===== config.mk =====
export PLATFORM = sky130hd
export DESIGN_NAME = tl_a_queue_param
export DESIGN_NICKNAME = d
export VERILOG_FILES = /design/src/rtl/tl_a_queue_pkg.sv /design/src/rtl/tl_a_queue_wrap_ptr.sv /design/src/rtl/tl_a_queue_param.sv
export SDC_FILE = /design/constraint.sdc
export NUM_CORES = 1
export LEC_CHECK = 0
export BUFFER_PORTS_ARGS = -buffer_cell sky130_fd_sc_hd__buf_2
export CAP_MARGIN = 20
export CORE_ASPECT_RATIO = 0.6
export CORE_MARGIN = 1.5
export CORE_UTILIZATION = 56
export DETAILED_ROUTE_END_ITERATION = 16
export GPL_TIMING_DRIVEN = 1
export PLACE_DENSITY = 0.84
export REMOVE_ABC_BUFFERS = 1
export SLEW_MARGIN = 20
export SYNTH_ARGS = -nofsm -noshare
export SYNTH_HDL_FRONTEND = slang
export SYNTH_SLANG_ARGS = --single-unit

===== constraint.sdc =====
create_clock -name clock -period 6.1 [get_ports clock]
set_input_delay 0.61 -clock clock [delete_from_list [all_inputs] [get_ports clock]]
set_output_delay 0.61 -clock clock [all_outputs]
set_load 0.005 [all_outputs]

===== src/rtl/tl_a_queue_pkg.sv =====
// -----------------------------------------------------------------------------
// tl_a_queue_pkg
// Shared TileLink A-channel definitions for the parametrised A queue:
//   - tl_a_opcode_e : A-channel opcode encodings (3 bits)
//   - TL_PARAM_W    : width of the A-channel param field
//   - cnt_w()       : width of an occupancy counter able to hold 0..depth
// No ports (package).
// -----------------------------------------------------------------------------
package tl_a_queue_pkg;

   typedef enum logic [2:0] {
      TL_PUT_FULL    = 3'd0,
      TL_PUT_PARTIAL = 3'd1,
      TL_ARITH       = 3'd2,
      TL_LOGIC       = 3'd3,
      TL_GET         = 3'd4,
      TL_HINT        = 3'd5
   } tl_a_opcode_e;

   localparam int TL_PARAM_W = 3;

   // Occupancy spans 0..depth inclusive, hence depth+1 distinct values.
   function automatic int cnt_w(input int depth);
      return $clog2(depth + 1);
   endfunction

endpackage


===== src/rtl/tl_a_queue_wrap_ptr.sv =====
// -----------------------------------------------------------------------------
// tl_a_queue_wrap_ptr
// Modulo-DEPTH pointer: advances by one when i_adv is high and wraps from
// DEPTH-1 back to 0 explicitly, so DEPTH need not be a power of two.
// Ports:
//   i_clk  in   clock
//   i_rst  in   asynchronous active-high reset (pointer -> 0)
//   i_adv  in   advance enable
//   o_ptr  out  current pointer value, PTR_W bits
// -----------------------------------------------------------------------------
module tl_a_queue_wrap_ptr
   import tl_a_queue_pkg::*;
#(
   parameter int DEPTH = 2,
   parameter int PTR_W = 1
) (
   input  logic             i_clk,
   input  logic             i_rst,
   input  logic             i_adv,
   output logic [PTR_W-1:0] o_ptr
);

   logic [PTR_W-1:0] r_ptr;

   always_ff @(posedge i_clk or posedge i_rst) begin
      if (i_rst) begin
         r_ptr <= '0;
      end else if (i_adv) begin
         r_ptr <= (r_ptr == PTR_W'(DEPTH - 1)) ? '0 : r_ptr + 1'b1;
      end
   end

   assign o_ptr = r_ptr;

endmodule


===== src/rtl/tl_a_queue_param.sv =====
// -----------------------------------------------------------------------------
// tl_a_queue_param
// Parametrised TileLink A-channel FIFO (Get-style beats, no data field) used
// as a decoupling/timing buffer between a requesting client and the crossbar.
// Optional FLOW (empty-queue bypass) and PIPE (enq while full and draining).
// Optional checkers: define TL_A_QUEUE_ASSERT_EN to compile protocol
// assertions; without it no checker logic exists.
// Ports:
//   clock, reset             clock; asynchronous active-high reset
//   io_enq_valid/ready       enqueue handshake
//   io_enq_bits_*            opcode(3) param(3) size source address mask corrupt
//   io_deq_ready/valid       dequeue handshake
//   io_deq_bits_*            head entry (combinational read)
//   io_count                 current occupancy, $clog2(DEPTH+1) bits
// -----------------------------------------------------------------------------
module tl_a_queue_param
   import tl_a_queue_pkg::*;
#(
   parameter int DEPTH    = 2,
   parameter int SIZE_W   = 4,
   parameter int SOURCE_W = 7,
   parameter int ADDR_W   = 14,
   parameter int MASK_W   = 8,
   parameter int FLOW     = 0,
   parameter int PIPE     = 0,
   localparam int CNT_W   = cnt_w(DEPTH),
   localparam int PTR_W   = (DEPTH > 1) ? $clog2(DEPTH) : 1
) (
   input  logic                  clock,
   input  logic                  reset,
   input  logic                  io_enq_valid,
   output logic                  io_enq_ready,
   input  logic [2:0]            io_enq_bits_opcode,
   input  logic [TL_PARAM_W-1:0] io_enq_bits_param,
   input  logic [SIZE_W-1:0]     io_enq_bits_size,
   input  logic [SOURCE_W-1:0]   io_enq_bits_source,
   input  logic [ADDR_W-1:0]     io_enq_bits_address,
   input  logic [MASK_W-1:0]     io_enq_bits_mask,
   input  logic                  io_enq_bits_corrupt,
   input  logic                  io_deq_ready,
   output logic                  io_deq_valid,
   output logic [2:0]            io_deq_bits_opcode,
   output logic [TL_PARAM_W-1:0] io_deq_bits_param,
   output logic [SIZE_W-1:0]     io_deq_bits_size,
   output logic [SOURCE_W-1:0]   io_deq_bits_source,
   output logic [ADDR_W-1:0]     io_deq_bits_address,
   output logic [MASK_W-1:0]     io_deq_bits_mask,
   output logic                  io_deq_bits_corrupt,
   output logic [CNT_W-1:0]      io_count
);

   typedef struct packed {
      logic [2:0]            opcode;
      logic [TL_PARAM_W-1:0] param;
      logic [SIZE_W-1:0]     size;
      logic [SOURCE_W-1:0]   source;
      logic [ADDR_W-1:0]     address;
      logic [MASK_W-1:0]     mask;
      logic                  corrupt;
   } entry_t;

   entry_t           r_mem [DEPTH];
   logic             r_maybe_full;
   logic [PTR_W-1:0] w_enq_ptr;
   logic [PTR_W-1:0] w_deq_ptr;
   logic             w_ptr_match;
   logic             w_empty;
   logic             w_full;
   logic             w_flow_byp;
   logic             w_do_enq;
   logic             w_do_deq;
   entry_t           w_enq_entry;
   entry_t           w_deq_entry;
   logic [CNT_W-1:0] w_enq_ext;
   logic [CNT_W-1:0] w_deq_ext;

   assign w_enq_entry = '{opcode:  io_enq_bits_opcode,
                          param:   io_enq_bits_param,
                          size:    io_enq_bits_size,
                          source:  io_enq_bits_source,
                          address: io_enq_bits_address,
                          mask:    io_enq_bits_mask,
                          corrupt: io_enq_bits_corrupt};

   tl_a_queue_wrap_ptr #(.DEPTH(DEPTH), .PTR_W(PTR_W)) u_enq_ptr (
      .i_clk (clock),
      .i_rst (reset),
      .i_adv (w_do_enq),
      .o_ptr (w_enq_ptr)
   );

   tl_a_queue_wrap_ptr #(.DEPTH(DEPTH), .PTR_W(PTR_W)) u_deq_ptr (
      .i_clk (clock),
      .i_rst (reset),
      .i_adv (w_do_deq),
      .o_ptr (w_deq_ptr)
   );

   assign w_ptr_match = (w_enq_ptr == w_deq_ptr);
   assign w_empty     = w_ptr_match & ~r_maybe_full;
   assign w_full      = w_ptr_match &  r_maybe_full;

   // In FLOW mode an empty queue hands the incoming beat straight to the
   // consumer; when the consumer takes it, storage is left untouched.
   assign w_flow_byp = (FLOW != 0) & w_empty & io_deq_ready;

   always_comb begin
      io_enq_ready = ~w_full;
      if (PIPE != 0) io_enq_ready = ~w_full | io_deq_ready;
      io_deq_valid = ~w_empty;
      w_deq_entry  = r_mem[w_deq_ptr];
      if ((FLOW != 0) && w_empty) begin
         io_deq_valid = io_enq_valid;
         w_deq_entry  = w_enq_entry;
      end
   end

   assign w_do_enq = io_enq_valid & io_enq_ready & ~w_flow_byp;
   assign w_do_deq = io_deq_ready & io_deq_valid & ~w_flow_byp;

   // Payload storage carries no reset: contents are meaningless until the
   // pointers say an entry is live.
   always_ff @(posedge clock) begin
      if (w_do_enq) r_mem[w_enq_ptr] <= w_enq_entry;
   end

   always_ff @(posedge clock or posedge reset) begin
      if (reset) begin
         r_maybe_full <= 1'b0;
      end else if (w_do_enq != w_do_deq) begin
         r_maybe_full <= w_do_enq;
      end
   end

   assign io_deq_bits_opcode  = w_deq_entry.opcode;
   assign io_deq_bits_param   = w_deq_entry.param;
   assign io_deq_bits_size    = w_deq_entry.size;
   assign io_deq_bits_source  = w_deq_entry.source;
   assign io_deq_bits_address = w_deq_entry.address;
   assign io_deq_bits_mask    = w_deq_entry.mask;
   assign io_deq_bits_corrupt = w_deq_entry.corrupt;

   // Occupancy = (enq - deq) mod DEPTH; the wrap case adds DEPTH back in,
   // and matching pointers are disambiguated by maybe_full.
   assign w_enq_ext = CNT_W'(w_enq_ptr);
   assign w_deq_ext = CNT_W'(w_deq_ptr);

   always_comb begin
      if (w_full)                     io_count = CNT_W'(DEPTH);
      else if (w_enq_ptr < w_deq_ptr) io_count = w_enq_ext + CNT_W'(DEPTH) - w_deq_ext;
      else                            io_count = w_enq_ext - w_deq_ext;
   end

`ifdef TL_A_QUEUE_ASSERT_EN
   if (DEPTH < 1) begin : g_depth_chk
      $error("tl_a_queue_param: DEPTH must be >= 1");
   end

   a_enq_valid_hold : assert property (@(posedge clock) disable iff (reset)
      io_enq_valid && !io_enq_ready |=> io_enq_valid);

   a_enq_bits_stable : assert property (@(posedge clock) disable iff (reset)
      io_enq_valid && !io_enq_ready |=> $stable(w_enq_entry));

   a_count_bound : assert property (@(posedge clock) disable iff (reset)
      io_count <= CNT_W'(DEPTH));

   a_no_enq_full : assert property (@(posedge clock) disable iff (reset)
      w_full && w_do_enq |-> (PIPE != 0) && io_deq_ready);
`endif

endmodule

* Yosys cells after proc, flatten, opt, wreduce, memory -nomap -nowiden
Memories as Yosys holds them, arrays and structs flattened. Cells that the tools add are included.
Storage, ports and cells: flip-flop bits (word level) 3, RAM bits 80, input bits 44, output and inout bits 44, logic and storage cells 25, memories kept 1
Cells by class: add/sub/neg operators 5, $lt $le $gt $ge 1, equality and inequality tests 2, multiplexer cells 6, bitwise gates (word level) 7
Memories:
- r_mem | depth 2, width 40, rd ports 1, clocked after Yosys merged registers in 0, wr ports 1, line tl_a_queue_param.sv:62 | entry_t r_mem [DEPTH];
Operators by type and width (number):
- AND 1 bit | 4
- 2-to-1 mux 1 bit | 4
- 2-to-1 mux 2 bit | 2
- NOT 1 bit | 3
- adder 1 bit (second input constant) | 2
- adder 1 x 2 -> 2 bit (second input constant) | 1
- subtractor 1 x 1 -> 2 bit | 1
- subtractor 2 x 1 -> 2 bit | 1
- == test 1 bit | 1
- less-than comparator 1 bit | 1
- inequality test 1 bit | 1

* Logic depth before layout (Yosys ltp)
Gate-level depths: netlist (run 1).
depth in word-level cells 6, depth in mapped cells 5, depth with buffers taken out 5

* Modules after synthesis
From an unflattened synthesis (run 1), not the netlist that was laid out.
Second synthesis, totals: cell total of the unflattened synthesis 146, area total of the unflattened synthesis 3072.9 um^2
By module, submodules not included:
- tl_a_queue_param | instances 1, cells each 140, area each 2997.9 um^2, seq. area each 2427.3 um^2
- tl_a_queue_wrap_ptr | instances 2, cells each 3, area each 37.5 um^2, seq. area each 25.0 um^2

* Worst setup path before layout (run 1)
OpenSTA, ideal clock, no wires.
path kind flip-flop to flip-flop, from register u_enq_ptr.r_ptr, in the netlist u_enq_ptr.o_ptr, to memory r_mem[0][0] in the netlist's numbering (enable), setup time 0.437 ns, arrival 2.669 ns, data required time 5.663 ns, slack 2.994 ns, cell stages (with the launch flop) 6, period minus slack after synthesis 3.106 ns, cell sequence dfrtp_1 inv_1 ha_1 nand2_1 nand2_1 nor2_1
On the way: longest elaborated chain between the ends 6
Ends and longest elaborated chain:
- start, declared | line tl_a_queue_wrap_ptr.sv:23 | logic [PTR_W-1:0] r_ptr;
- start signal, assigned | line tl_a_queue_wrap_ptr.sv:29 | r_ptr <= (r_ptr == PTR_W'(DEPTH - 1)) ? '0 : r_ptr + 1'b1;
- == test 1 bit | line tl_a_queue_param.sv:99 | assign w_ptr_match = (w_enq_ptr == w_deq_ptr);
- AND 1 bit | line tl_a_queue_param.sv:101 | assign w_full = w_ptr_match & r_maybe_full;
- NOT 1 bit | line tl_a_queue_param.sv:108 | io_enq_ready = ~w_full;
- named net io_enq_ready | line tl_a_queue_param.sv:32 | output logic io_enq_ready,
- AND 1 bit | line tl_a_queue_param.sv:118 | assign w_do_enq = io_enq_valid & io_enq_ready & ~w_flow_byp;
- 2-to-1 mux 1 bit | line tl_a_queue_param.sv:124 | if (w_do_enq) r_mem[w_enq_ptr] <= w_enq_entry;
- 2-to-1 mux 1 bit (implied by the code) | line tl_a_queue_param.sv:124
- end, declared | line tl_a_queue_param.sv:62
The timed path passes the listed nets, and every way through them passes these cells.

* Final worst setup path (run 1)
from register u_deq_ptr.r_ptr, in the netlist u_deq_ptr.o_ptr, to output port io_deq_bits_address[12]
On the way: longest elaborated chain between the ends 1
Ends and longest elaborated chain:
- start, declared | line tl_a_queue_wrap_ptr.sv:23
- start signal, assigned | line tl_a_queue_wrap_ptr.sv:29
- memory (2 x 40 bit)
- end, declared | line tl_a_queue_param.sv:46 | output logic [ADDR_W-1:0] io_deq_bits_address,
No other way between the ends.

==> run summary, run 1 <==
ys flop type -> edfxtp_1
DIE AREA -> 0.00629 mm^2
largest net degree at the start of global routing -> 42
count of max-cap constraint violations -> 0
count of mapped cells out of synthesis -> 144
total count of hold-check failures in the final report -> 0
number of sinks handled by clock tree synthesis -> 83
fraction of synthesized cell area taken by the top area cell type -> 73.9%
synthesized area -> 0.00325 mm^2
detailed-placement wirelength estimate -> 3030 um
startpoint types -> flop
starting DRC count in detailed routing -> 110
initial antenna violation count -> 0
DIE HEIGHT -> 62.0 um
first-pass iteration count of the detailed router -> 4
capturing element type of the critical path -> output pin
floorplan core area -> 0.00560 mm^2
accumulated negative setup slack -> 0 ns
share of post-route cells with drive strength above 1 -> 60.2%
total setup violations reported at the end of the flow -> 0
signal arrival time at the worst endpoint -> 1.81 ns
Skew-Pair Late Insertion Delay -> 0.34 ns
effective utilization at floorplan -> 58.1%
via count -> 1516
clock transition at the register clock pins on the worst setup and hold paths after CTS -> 0.07 ns
Required @ worst endpoint -> 5.49 ns
detailed-route wire length -> 4670 um
number of buffers inserted for hold repair after clock tree synthesis -> 0
count of standard-cell rows -> 21
wire length of the first global-routing pass -> 6690 um
Final Cycle Share -> 39.7%
total chip power -> 1.89 mW
vias per inst -> 4.68
clock tree root driver cell -> clkbuf_8
sequential-to-total area share from yosys stat -> 76.2%
cell types with the highest counts after synthesis -> edfxtp_1 (80), mux2_4 (39), buf_12 (4), inv_1 (4)
run status -> completed
Slew headroom -> 50.5%
input/output buffers -> 87
GR Overflow Total -> 0
via count of the first global-routing pass -> 1374
Slew Limit Fails -> 0
synthesized flop and latch total -> 83
largest cells by area after synthesis -> edfxtp_1 (74%), mux2_4 (18%), buf_12 (2.5%), dfrtp_1 (2.3%), xnor2_1 (0.54%)
Synth Warn # -> 0
antenna cell count -> 0
# nets final -> 285
power per unit of standard cell area -> 476 mW/mm^2
reg2reg setup slack -> 3.87 ns
detailed-route wire length per cell -> 14.4 um
number of unique standard cell types used by synthesis -> 13
PostCTS Resize Cnt -> 0
worst min-delay path class -> in2async
antenna-violating nets left -> 0
IO Count -> 88
DRC violations left -> 0
Min Clock Period, post-route -> 2.42 ns
GP Congestion -> 0.677
depth of the CTS H-tree -> 3
Setup Fix Bufs, Post-CTS -> 0
post-synthesis cell type with the largest combined area -> edfxtp_1
setup repair after global routing missed its margin -> no
number of buffers between clock root and the deepest sink -> 2
count of flip-flops with a built-in enable after synthesis -> 80
static leakage -> 1.63 nW
width of the die -> 101 um
minimum hold slack -> 0.121 ns
share of the core filled with cells -> 71.1%
maximum clock rate -> 413 MHz
Worst Tran Pin Value -> 0.742 ns
synthesis-to-finish area growth -> 22.4%
peak fanout along the critical path -> 41
maximum vdd drop -> 0.000316 V
TritonCTS clock tree -> yes
most common cell in the synthesized netlist -> edfxtp_1
Mean Syn Cell Area -> 22.6 um^2
worst setup path category -> reg2out
cts bufs inserted -> 9
Placed Cells -> 307
clock tree skew after final layout -> 0.00682 ns
number of cells in the finished layout apart from fillers -> 324
GRT Util Overall -> 15.5%
ys async rst share -> 3.61%
[registers in the layout, indices dropped and copies added, names as in the netlist]
name	cells
r_maybe_full	1
r_mem	80
u_deq_ptr.o_ptr	1
u_enq_ptr.o_ptr	1
[final cells by class]
type	instances	area (um^2)
multi-input cells	52	683
flip-flops and latches	83	2480
fillers	359	1620
well taps	80	100
repair buffers	90	498
clock buffers	9	124
clock inverters	6	81.3
inverters	4	15.0
[power breakdown]
group | internal [mW] | switching, mW
combinational | 0.363 | 0.297
clock | 0.225 | 0.173
sequential | 0.799 | 0.0363
[critical path: stages, from the launching register on]
cell	delay [ns]
dfrtp_2	0.36
buf_4	0.59
mux2_2	0.40
buf_2	0.12
[layer usage]
layer / share of wire (%) / track usage (%) / up-vias
met5: 0 / 0 / -
met1: 48 / 20.8 / 701
met4: 0.62 / 3.57 / 0
met2: 42 / 22.1 / 67
li1: - / - / 744
met3: 9.3 / 9.28 / 4
[stage by stage]
stage / cell area [um^2] / worst slack (ns)
final: 3980 / 3.68
after global routing: 3980 / 3.58
after CTS: 3930 / 3.56
after detailed placement: 3720 / 3.57
after global placement: 3720 / 3.66
after floorplan: 3160 / 1.63
[worst paths after layout]
kind / from / end / depth (start not counted)
setup / recovery: u_deq_ptr.o_ptr / io_deq_bits_address[12] / 3
hold / removal: reset / u_enq_ptr.o_ptr / 2
setup reg to reg: u_enq_ptr.o_ptr / r_mem[1][2] / 6
hold reg to reg: u_enq_ptr.o_ptr / u_enq_ptr.o_ptr / 1
max in group asynchronous: reset / u_deq_ptr.o_ptr / 2
min in group clock: io_enq_bits_source[4] / r_mem[0][27] / 1
[placed cells by master (no fill, tap or decap)]
master / n
buf_2: 87
edfxtp_1: 80
mux2_4: 39
clkbuf_8: 9
inv_1: 4
nand2_1: 3
nand2b_1: 2
xnor2_1: 2
nor2_4: 2
a21oi_1: 2
clkinv_2: 2
bufinv_16: 2
buf_16: 2
dfrtp_1: 2
mux2_2: 1
ha_1: 1
clkinvlp_4: 1
clkinv_1: 1
buf_4: 1
dfrtp_2: 1
[cell families after synthesis]
group           count (synthesis)  share of synthesized area (%)
flops                          83                           76.2
mux                            40                           18.4
buf+inv                         9                           3.27
simple gates                    7                          0.962
compound gates                  2                          0.308
xor+xnor                        2                          0.539
fa+ha+maj                       1                          0.385
Power figures use the tool's default switching activity.
==> run 2, diff against run 1 <==
--- a/config.mk
+++ b/config.mk
@@ -9,10 +9,10 @@
 export CAP_MARGIN = 20
 export CORE_ASPECT_RATIO = 0.6
 export CORE_MARGIN = 1.5
-export CORE_UTILIZATION = 56
+export CORE_UTILIZATION = 52
 export DETAILED_ROUTE_END_ITERATION = 16
 export GPL_TIMING_DRIVEN = 1
-export PLACE_DENSITY = 0.84
+export PLACE_DENSITY = 0.79
 export REMOVE_ABC_BUFFERS = 1
 export SLEW_MARGIN = 20
 export SYNTH_ARGS = -nofsm -noshare
==> constraint.sdc (replaced) <==
create_clock -name clock -period 2.48 [get_ports clock]
set_input_delay 0.248 -clock clock [delete_from_list [all_inputs] [get_ports clock]]
set_output_delay 0.248 -clock clock [all_outputs]
set_load 0.005 [all_outputs]
==> run 2 against run 1 <==
Combinational power grew 150%. Critical path depth is the same. Die area grew 7.4%. Global-route usage grew 0.44 points. Clock skew grew 0.0053 ns. Flip-flop and latch count is the same. Routed wire length grew 6.0%. Sequential power grew 150%. Worst setup slack lost 3.3 ns. Utilization shrank 6.1 points. Critical path type unchanged. Critical endpoint unchanged. Largest power group unchanged.
==> run summary, run 2 (synthesis gave the netlist of run 1 again) <==
Min Clock Period, post-route -> 2.09 ns
power per unit of standard cell area -> 1150 mW/mm^2 (+140%)
starting DRC count in detailed routing -> 109 (-0.91%)
share of total power in the clock network -> 19.5% (-1.5 points)
number of buffers between clock root and the deepest sink -> 2 (unchanged)
Worst Tran Pin Value -> 0.740 ns (-0.00233 ns)
highest cell delay on the worst timing path -> 0.60 ns (about the same)
clock transition at the register clock pins on the worst setup and hold paths after CTS -> 0.08 ns (about the same)
PostCTS Resize Cnt -> 0 (unchanged)
Setup Fix Bufs, Post-CTS -> 0 (unchanged)
vias per inst -> 4.68 (+0.12%)
Required @ worst endpoint -> 2.23 ns (-3.26 ns)
Min-Delay Path Depth -> 1
DRC violations left -> 0 (unchanged)
run status -> completed
combinational fraction of design power -> 35.5% (+0.6 points)
share of post-route cells with drive strength above 1 -> 58.9% (-1.3 points)
antenna cell count -> 0 (unchanged)
startpoint types -> flop
clock tree skew after final layout -> 0.0121 ns (+0.00532 ns)
cts bufs inserted -> 9 (unchanged)
Slew Limit Fails -> 0 (unchanged)
TritonCTS clock tree -> yes
maximum clock rate -> 478 MHz
number of buffers inserted for hold repair after clock tree synthesis -> 1 (+1)
cells traversed along the worst timing path -> buf_4 -> mux2_2 -> buf_2
worst setup path category -> reg2out
# nets final -> 286 (+0.35%)
total chip power -> 4.57 mW (+140%)
Skew-Pair Late Insertion Delay -> 0.34 ns (about the same)
clock tree root driver cell -> clkbuf_8
worst min-delay path class -> in2reg
GP Congestion -> 0.711 (+5.1%)
via count of the first global-routing pass -> 1509 (+9.8%)
input/output buffers -> 87 (unchanged)
synthesis-to-finish area growth -> 21.7%
design internal power -> 3.31 mW (+140%)
effective utilization at floorplan -> 53.5% (-4.6 points)
most frequent cells in the layout -> buf_2 (87), edfxtp_1 (80), mux2_4 (39)
depth of the CTS H-tree -> 3 (unchanged)
Seq pwr share -> 45.0% (+0.9 points)
total count of hold-check failures in the final report -> 0 (unchanged)
width of the die -> 105 um (+3.7%)
final cell area excluding filler cells -> 0.00396 mm^2 (-0.60%)
count of standard-cell rows -> 22 (+4.8%)
switching power summed over all nets -> 1.26 mW (+150%)
floorplan core area -> 0.00608 mm^2 (+8.7%)
signal arrival time at the worst endpoint -> 1.84 ns (+0.03 ns)
GRT Util Overall -> 16.0% (+0.44 points)
static leakage -> 1.61 nW (-1.1%)
setup repair after global routing missed its margin -> no
first-pass iteration count of the detailed router -> 4 (unchanged)
IO Count -> 88 (unchanged)
initial antenna violation count -> 0 (unchanged)
slowest stage cell on the critical path -> buf_4
antenna-violating nets left -> 0 (unchanged)
Reg with most FFs -> r_mem
detailed-route wire length per cell -> 15.0 um (+4.1%)
detailed-route wire length -> 4950 um (+6.0%)
most frequent standard cell in the layout excluding fill and tap cells -> buf_2
DIE AREA -> 0.00675 mm^2 (+7.4%)
cell area reported after detailed placement -> 0.00376 mm^2 (+1.2%)
DIE HEIGHT -> 64.3 um (+3.6%)
count of max-cap constraint violations -> 0 (unchanged)
max FFs per register -> 80 (unchanged)
Register-to-Register Path Depth -> 6 (unchanged)
total setup violations reported at the end of the flow -> 0 (unchanged)
GR Overflow Total -> 0 (unchanged)
via count -> 1546 (+2.0%)
Final Cycle Share -> 84.3%
Slew headroom -> 50.7% (+0.16 points)
net switching fraction of the power -> 27.6% (+0.83 points)
number of sinks handled by clock tree synthesis -> 83 (unchanged)
wire length of the first global-routing pass -> 7560 um (+13%)
largest net degree at the start of global routing -> 42 (unchanged)
maximum vdd drop -> 0.000877 V (+180%)
peak fanout along the critical path -> 41 (unchanged)
capturing element type of the critical path -> output pin
## run 2: changes by cell type in the layout (fill, tap and decap cells not counted)
| cell | before | now |
|---|---|---|
| clkinv_1 | 1 | 0 |
| clkinv_2 | 2 | 1 |
| dlygate4sd3_1 | 0 | 1 |
| buf_12 | 0 | 2 |
| clkbuf_1 | 0 | 4 |
| bufinv_16 | 2 | 1 |
| buf_16 | 2 | 0 |
## run 2: cell type report
cell class / count / area (um^2)
timing repair buffer: 91 / 493
clock buffer: 13 / 139
multi-input combinational: 52 / 683
inverter: 4 / 15.0
fill: 437 / 2130
sequential: 83 / 2480
clock inverter: 3 / 42.5
tap: 84 / 105
## run 2: worst max-delay path: cells and delay by family (launching register included)
kind	cells	cell delay (ns)
buffers and inverters	2	0.73
muxes	1	0.42
DFF	1	0.36
## run 2: layer usage
layer / wire, um / part of all wire (%) / vias to the layer above / track usage, %
met4: 80 / 1.6 / 0 / 7.19
met5: 0 / 0 / - / 0
met3: 485 / 9.8 / 9 / 7.76
met2: 2130 / 43 / 74 / 22.9
met1: 2250 / 46 / 720 / 20.6
li1: - / - / 743 / -
## run 2: power groups by stage
stage	registers (mW)	logic [mW]	clock network (mW)
after floorplan	2.22	0.925	0
after global placement	2.07	1.63	0
after detailed placement	2.09	1.64	0
after global routing	2.09	1.76	0.974
final	2.06	1.62	0.890
after CTS	2.06	1.65	0.911
## run 2: stage by stage
step | hold WS, ns | cells | setup WS (ns) | util (%) | TNS [ns]
after detailed placement | 0.125 | 313 | 0.590 | 61.9 | 0
after CTS | 0.0651 | 330 | 0.341 | 65.0 | 0
after global placement | 0.123 | 313 | 0.647 | 61.9 | 0
after floorplan | 0.00164 | 139 | -1.99 | - | -159.65
final | 0.0858 | 330 | 0.390 | 65.0 | 0
after global routing | 0.0662 | 330 | 0.313 | 65.0 | 0
## run 2: worst paths after layout
kind | startpoint | endpoint | slack [ns]
setup / recovery | u_deq_ptr.o_ptr | io_deq_bits_address[12] | 0.39
hold / removal | io_enq_bits_mask[1] | r_mem[1][2] | 0.09
setup reg to reg | u_enq_ptr.o_ptr | r_mem[1][31] | 0.58
hold reg to reg | u_enq_ptr.o_ptr | u_enq_ptr.o_ptr | 0.55
max in group asynchronous | reset | u_deq_ptr.o_ptr | 2.01
min in group asynchronous | reset | u_deq_ptr.o_ptr | 0.32
